<file path="config.mk">
export PLATFORM = sky130hd
export DESIGN_NAME = upsampling_layer
export DESIGN_NICKNAME = d
export VERILOG_FILES = /design/src/rtl/upsampling_layer_pkg.sv /design/src/rtl/upsample_row_buffer.sv /design/src/rtl/upsampling_layer.sv
export SDC_FILE = /design/constraint.sdc
export NUM_CORES = 1
export LEC_CHECK = 0
export CAP_MARGIN = 20
export CORE_UTILIZATION = 40
export DETAILED_ROUTE_END_ITERATION = 10
export GPL_ROUTABILITY_DRIVEN = 0
export SETUP_SLACK_MARGIN = 0.2
export SYNTH_ARGS = -nofsm -noshare
export SYNTH_HDL_FRONTEND = slang
export SYNTH_HIERARCHICAL = 1
export SYNTH_SLANG_ARGS = --single-unit
</file>
<file path="constraint.sdc">
create_clock -name clk -period 3.45 [get_ports clk]
set_input_delay 0.8625 -clock clk [delete_from_list [all_inputs] [get_ports clk]]
set_output_delay 0.8625 -clock clk [all_outputs]
set_load 0.005 [all_outputs]
</file>
<file path="src/rtl/upsampling_layer_pkg.sv">
// Shared definitions for the nearest-neighbour upsampler: state encodings and counter sizing.
package upsampling_layer_pkg;

  localparam logic [0:0] ST_LOAD   = 1'b0;
  localparam logic [0:0] ST_REPLAY = 1'b1;

  // Bits needed to hold values 0..max_val (never less than one bit).
  function automatic int unsigned cnt_w(input int unsigned max_val);
    return (max_val < 1) ? 1 : $clog2(max_val + 1);
  endfunction

endpackage

</file>
<file path="src/rtl/upsample_row_buffer.sv">
// One input row of packed multi-channel pixels; written while loading, read back while replaying.
module upsample_row_buffer #(
  parameter int unsigned DEPTH = 14,
  parameter int unsigned WIDTH = 16,
  parameter int unsigned AW    = 4
) (
  input  logic             clk,
  input  logic             clk_en,
  input  logic             wr_en,
  input  logic [AW-1:0]    addr,
  input  logic [WIDTH-1:0] wr_data,
  output logic [WIDTH-1:0] rd_data
);

  logic [WIDTH-1:0] mem [DEPTH];

  // Contents are deliberately not reset; every slot is rewritten before it is replayed.
  always_ff @(posedge clk) begin
    if (clk_en && wr_en) mem[addr] <= wr_data;
  end

  assign rd_data = mem[addr];

endmodule

</file>
<file path="src/rtl/upsampling_layer.sv">
// Nearest-neighbour upsampler: repeats each pixel SCALE times per row and each row SCALE times.
module upsampling_layer
  import upsampling_layer_pkg::*;
#(
  parameter int unsigned D_WIDTH    = 16,
  parameter int unsigned CHANNELS   = 1,
  parameter int unsigned IMAGE_SIZE = 14,
  parameter int unsigned SCALE      = 2
) (
  input  logic                        clk,
  input  logic                        rst_n,
  input  logic                        clk_en,
  input  logic [D_WIDTH*CHANNELS-1:0] input_data,
  input  logic                        input_valid,
  output logic                        input_ready,
  output logic [D_WIDTH*CHANNELS-1:0] output_data,
  output logic                        valid
);

  localparam int unsigned DW     = D_WIDTH * CHANNELS;
  localparam int unsigned COL_W  = cnt_w(IMAGE_SIZE - 1);
  localparam int unsigned REP_W  = cnt_w(SCALE);
  localparam int unsigned RREP_W = cnt_w(SCALE - 1);
  localparam int unsigned ROW_W  = cnt_w(IMAGE_SIZE - 1);

  localparam logic [COL_W-1:0]  COL_LAST  = COL_W'(IMAGE_SIZE - 1);
  localparam logic [REP_W-1:0]  REP_LAST  = REP_W'(SCALE);
  localparam logic [RREP_W-1:0] RREP_LAST = RREP_W'((SCALE > 1) ? SCALE - 2 : 0);
  localparam logic [ROW_W-1:0]  ROW_LAST  = ROW_W'(IMAGE_SIZE - 1);
  localparam bit                MULTI     = (SCALE > 1);

  logic [0:0]        state,       state_nxt;
  logic [COL_W-1:0]  col,         col_nxt;
  logic [REP_W-1:0]  rep,         rep_nxt;
  logic [RREP_W-1:0] row_rep,     row_rep_nxt;
  logic [ROW_W-1:0]  row,         row_nxt;
  logic              valid_nxt;
  logic [DW-1:0]     data_nxt;

  logic              last_copy;
  logic              xfer;
  logic [COL_W-1:0]  col_inc;
  logic [ROW_W-1:0]  row_inc;
  logic [COL_W-1:0]  buf_addr;
  logic [DW-1:0]     buf_rd;

  assign last_copy = (rep == REP_LAST);
  assign col_inc   = (col == COL_LAST) ? '0 : col + COL_W'(1);
  assign row_inc   = (row == ROW_LAST) ? '0 : row + ROW_W'(1);

  // Once the current pixel's last copy is out, both the next write and the next replay read target col+1.
  assign buf_addr  = last_copy ? col_inc : col;

  assign input_ready = (state == ST_LOAD) && (!valid || last_copy)
                     && !(MULTI && last_copy && (col == COL_LAST));
  assign xfer        = clk_en && input_valid && input_ready;

  upsample_row_buffer #(
    .DEPTH (IMAGE_SIZE),
    .WIDTH (DW),
    .AW    (COL_W)
  ) u_row_buffer (
    .clk     (clk),
    .clk_en  (clk_en),
    .wr_en   (xfer),
    .addr    (buf_addr),
    .wr_data (input_data),
    .rd_data (buf_rd)
  );

  // Next-state and registered-output logic.
  always_comb begin
    state_nxt   = state;
    col_nxt     = col;
    rep_nxt     = rep;
    row_rep_nxt = row_rep;
    row_nxt     = row;
    valid_nxt   = valid;
    data_nxt    = output_data;
    if (clk_en) begin
      if (state == ST_LOAD) begin
        if (last_copy) begin
          col_nxt   = col_inc;
          valid_nxt = 1'b0;
          rep_nxt   = '0;
          if (col == COL_LAST) begin
            if (MULTI) begin
              state_nxt   = ST_REPLAY;
              valid_nxt   = 1'b1;
              rep_nxt     = REP_W'(1);
              data_nxt    = buf_rd;
              row_rep_nxt = '0;
            end else begin
              row_nxt = row_inc;
            end
          end
        end else if (valid) begin
          rep_nxt = rep + REP_W'(1);
        end
        if (xfer) begin
          data_nxt  = input_data;
          valid_nxt = 1'b1;
          rep_nxt   = REP_W'(1);
        end
      end else begin
        valid_nxt = 1'b1;
        data_nxt  = buf_rd;
        if (last_copy) begin
          rep_nxt = REP_W'(1);
          col_nxt = col_inc;
          if (col == COL_LAST) begin
            if (row_rep == RREP_LAST) begin
              state_nxt   = ST_LOAD;
              valid_nxt   = 1'b0;
              rep_nxt     = '0;
              row_rep_nxt = '0;
              row_nxt     = row_inc;
              data_nxt    = output_data;
            end else begin
              row_rep_nxt = row_rep + RREP_W'(1);
            end
          end
        end else begin
          rep_nxt = rep + REP_W'(1);
        end
      end
    end
  end

  always_ff @(posedge clk or negedge rst_n) begin
    if (!rst_n) begin
      state       <= ST_LOAD;
      col         <= '0;
      rep         <= '0;
      row_rep     <= '0;
      row         <= '0;
      valid       <= 1'b0;
      output_data <= '0;
    end else begin
      state       <= state_nxt;
      col         <= col_nxt;
      rep         <= rep_nxt;
      row_rep     <= row_rep_nxt;
      row         <= row_nxt;
      valid       <= valid_nxt;
      output_data <= data_nxt;
    end
  end

endmodule

</file>
### Word level (Yosys, flattened, before mapping)

Memory sizes are Yosys's and may differ from the RTL's.
Cells that the tools add are included.

* muxes and demuxes: 34
* reductions and logical operators: 16
* bitwise operators: 1
* equal/unequal tests: 3
* $add $sub $neg: 3

Operators with widths (count)
* $mux W16: 7
* $mux W1: 20
* $mux W2: 5
* $mux W4: 2
* $logic_and A1 B1 Y1: 6
* $reduce_bool A3 Y1: 2
* $add A4 B1 Y4 const B: 1
* $eq A4 B4 Y1 const B: 1
* $ne A4 B4 Y1 const B: 1
* $reduce_and A2 Y1: 2
* $reduce_and A4 Y1: 1
* $reduce_bool A4 Y1: 1
* $reduce_and A3 Y1: 1
* $add A2 B1 Y2 const B: 1
* $eq A2 B2 Y1 const B: 1
* $logic_not A1 Y1: 2
* $add A1 B1 Y1 const B: 1
* $logic_or A1 B1 Y1: 1
* $not A1 Y1: 1

* output and inout port bits: 18
* input bits: 20
* logic and storage cells: 64
* memories kept: 1
* bits in writable memories: 224
* bits in registers: 25

Memories
* u_row_buffer.mem: words 14, width 16, read ports 1, clocked after Yosys merged registers in 0, write ports 1, RTL line upsample_row_buffer.sv:15 `logic [WIDTH-1:0] mem [DEPTH];`

### Longest topological paths before layout

* depth in word-level cells: 8
* mapped depth: 11
* mapped depth without buffers: 9

### Cells and area by module

The synthesis kept the hierarchy.

Modules (own cells, without submodules)
* upsample_row_buffer: seq. area each 6726.5 um2, cells each 381, area each 8717.1 um2, instances 1
* upsampling_layer: seq. area each 600.6 um2, cells each 156, area each 1437.6 um2, instances 1

### Worst setup path after synthesis

No wires, ideal clock.

* kind: input port to flip-flop
* from: input clk_en
* to: memory u_row_buffer.mem[0][0] (enable)
* path buffers: 2
* slack: 0.074 ns
* arrival: 2.988 ns
* library setup time: 0.388 ns
* data required time: 3.062 ns
* stages: 9
* cells stage by stage: buf_2 > nand2_1 > a211oi_4 > buf_2 > nand2_1 > inv_1 > nand2_1 > or3_1 > nor2_1

* cells in the longest elaborated chain, start to end: 5

Ends and longest elaborated chain
* from (decl): RTL line upsampling_layer.sv:12 `input logic clk_en,`
* $logic_and A1 B1 Y1 (2 in a row): RTL line upsampling_layer.sv:56 `assign xfer = clk_en && input_valid && input_ready;`
* via xfer: RTL line upsampling_layer.sv:41 `logic xfer;`
* $logic_and A1 B1 Y1: RTL line upsample_row_buffer.sv:19 `if (clk_en && wr_en) mem[addr] <= wr_data;`
* $mux W1: RTL line upsample_row_buffer.sv:19
* $mux W1 (implied by the code): RTL line upsample_row_buffer.sv:19
* to (decl): RTL line upsample_row_buffer.sv:15

The timed path passes the listed nets, and every way through them passes these cells.

### Final worst setup path

* from: register rep[0]
* to: output input_ready

* cells in the longest elaborated chain, start to end: 4
* elaborated cells on any way between the ends: 6
* those cells by class: eq/ne: 1; reduce/logical: 5

Ends and longest elaborated chain
* from (decl): RTL line upsampling_layer.sv:34 `logic [REP_W-1:0] rep, rep_nxt;`
* from (signal assigned): RTL line upsampling_layer.sv:142 `rep <= rep_nxt;`
* $eq A2 B2 Y1 (*): RTL line upsampling_layer.sv:47 `assign last_copy = (rep == REP_LAST);`
* $logic_or A1 B1 Y1 / $logic_and A1 B1 Y1 (equally long branches): RTL line upsampling_layer.sv:54, upsampling_layer.sv:55
* $logic_and A1 B1 Y1 / $logic_not A1 Y1 (equally long branches): RTL line upsampling_layer.sv:54, upsampling_layer.sv:55
* $logic_and A1 B1 Y1 (*): RTL line upsampling_layer.sv:55 `&& !(MULTI && last_copy && (col == COL_LAST));`
* to (decl): RTL line upsampling_layer.sv:15 `output logic input_ready,`

Every way passes the cells marked *; elsewhere a longest branch is shown, timed or not.

==> results_dict.tcl <==
set metrics [dict create \
    vias 5174 \
    cts_tree "built" \
    htreeDepth 1 \
    hold_violations 0 \
    ios 38 \
    grt_overflow 0 \
    fmax_mhz 332 \
    crit_arrival_ns 2.15 \
    synth_seq_cells 248 \
    yosysSeqAreaShare 0.722 \
    cts.sinks 248 \
    cts_buffer_depth 3 \
    synth_top_area_frac 0.662 \
    p_total_uw 9360 \
    fin_setup_tns_ns 0 \
    path_class "reg -> out" \
    rows 57 \
    ys_async_sr_fraction 0.0968 \
    placed_area_sq_um 11000 \
    ys.warnings.count 6 \
    worstSkewPairLatency_ns 0.52 \
    finalSetupViolations 0 \
    cts_buffers 26 \
    first_pass_iters 5 \
    rsz0062_at_grt "false" \
    fp.dieH_um 161 \
    area_delta_synth_final_pct 17.1 \
    final_cell_area_sq_um 11900 \
    wirelength_um 20500 \
    grt_antenna_before_repair 0 \
    grt_max_degree 53 \
    dieWidth_um 161 \
    synth_cells 537 \
    holdBufCountCts 0 \
    path_max_fanout 8 \
    core_sq_um 24600 \
    worstMarginPinSlew_ns 0.858 \
    syn_nets 557 \
    routedWlPerCell_um 21.8 \
    cts_resized 0 \
    final_util 0.483 \
    relSlewSlack 0.428 \
    initial_core_util 0.413 \
    min-delay-path-class "reg -> reg" \
    fin_hold_ws_ns 0.558 \
    drt_iter0_drc 501 \
    start_kind "flip-flop" \
    drv_cap 0 \
    grt_pass1_wl_um 31700 \
    power.leakage_uw 0.00391 \
    synth_flop_cell "edfxtp_1" \
    grt_usage 0.162 \
    nNetsFinal 618 \
    grt_pass1_vias 5414 \
    synth_edf_count 224 \
    fin_worst_skew_ns 0.0102 \
    synth_area_leaders "edfxtp_1, mux4_1, dfrtp_1" \
    drc 0 \
    hpwl_um 13400 \
    antenna_cells 0 \
    ir_drop_uv 593 \
    status "finished clean" \
    root_buffer "clkbuf_16" \
    port_buffers 37 \
    viasPerCell 5.50 \
    cellPowerDensity_nw_per_um2 788 \
    synth_top_cell_by_area "edfxtp_1" \
    postRouteAntennaNets 0 \
    cts.clk_slew.worst_paths_ns 0.06 \
    report.final.slew_viol_count 0 \
    critPathRequiredTime_ns 2.59 \
    cp-end-kind "output port" \
    period_share 0.873 \
    drive_above_1_share 0.193 \
    syn-cell-area_sq_um 10200 \
    min_period_ns 3.01 \
    post_cts_buffers 0 \
    synth.distinct_cells 37 \
    synth_area_per_cell_sq_um 18.9 \
    dieArea_sq_um 26000 \
]
## cells by family after synthesis
kind of cell,Yosys count,share of synthesized area
AND/OR/NAND/NOR,60,0.0304
buffers and inverters,40,0.0244
AO/OA/AOI/OAI,102,0.0633
flip-flops,248,0.722
multiplexers,84,0.158
XOR/XNOR,3,0.00259
## final cells by class
| type | count | area (sq um) |
|---|---|---|
| Fill cell | 1998 | 12700 |
| Sequential cell | 248 | 7330 |
| Multi-Input combinational cell | 249 | 2600 |
| Clock buffer | 28 | 679 |
| Timing Repair Buffer | 71 | 676 |
| Tap cell | 324 | 405 |
| Clock inverter | 19 | 196 |
| Inverter | 2 | 7.51 |
## cells in the final DEF, fill, tap and decap left out, drive strengths merged
master	count
or2	2
nand4	2
dfrtp	24
nand3	18
o21bai	1
nor2	17
mux2	20
nor3	1
o21a	2
nor2b	2
a211oi	18
nand2	9
mux2i	16
xnor2	3
clkinvlp	3
o21ai	23
a31oi	16
o211a	1
a211o	1
clkbuf	28
a21o	2
inv	2
nand2b	5
buf	34
o221a	1
a21oi	21
mux4	48
o22ai	16
bufinv	4
nand4b	3
clkdlybuf4s50	37
clkinv	12
edfxtp	224
or3	1
## flip-flops by register name (all words and copies together) (netlist names)
name              count
state                 1
rep                   2
output_data          16
valid                 1
col                   4
u_row_buffer/mem    224
## cell usage after synthesis, types with 2 or more instances
cell type and number:
nand2_1 9, mux2_2 20, nand4b_1 2, clkbuf_1 13
dfrtp_1 24, a31oi_1 16, mux4_1 36, nand4_1 2
buf_4 2, mux4_2 12, nor2b_1 2, buf_6 10
a211oi_1 17, or2_2 2, edfxtp_1 224, nand2b_1 5
mux2i_1 16, nor2_1 17, buf_2 12, o21a_1 2
o22ai_1 16, inv_1 2, a21o_1 2, nand3_1 18
a21oi_1 20, o21ai_0 23, xnor2_1 3
## path summary, 6_finish.rpt
check,start,to,slack [ns],cells after the start
setup / recovery,rep[0],input_ready,0.44,5
hold / removal,output_data[9],output_data[9],0.56,2
setup reg to reg,rep[1],u_row_buffer/mem[8][8],0.67,8
hold reg to reg,output_data[9],output_data[9],0.56,2
max in group asynchronous,rst_n,rep[0],2.48,2
min in group asynchronous,rst_n,output_data[14],0.71,2
## power breakdown
part / switching (uW) / internal (uW) / leakage [uW]
logic: 1490 / 1460 / 0.00120
registers: 135 / 3450 / 0.00229
clock network: 1110 / 1710 / 0.000426
total: 2740 / 6630 / 0.00391
## through the flow
stage | cells | setup slack (ns)
after floorplan | 537 | 0.0736
after global placement | 894 | 0.217
after detailed placement | 894 | 0.196
after CTS | 941 | 0.314
after global routing | 941 | 0.268
final | 941 | 0.437
## per-layer routing
metal	track usage	vias up	wire length (um)	part of all wire
li1	-	2347	-	-
met1	0.218	2676	9140	0.45
met2	0.274	124	10100	0.49
met3	0.0285	27	923	0.045
met4	0.0369	0	358	0.017
met5	0	-	0	0
## worst max-delay path, stage by stage (launching register included)
cell and delay [ns]:
dfrtp_2 0.41, nand2b_1 0.19, buf_4 0.21, nor2_1 0.09
a211oi_2 0.20, clkdlybuf4s50_1 0.53
Power figures use the tool's default switching activity.
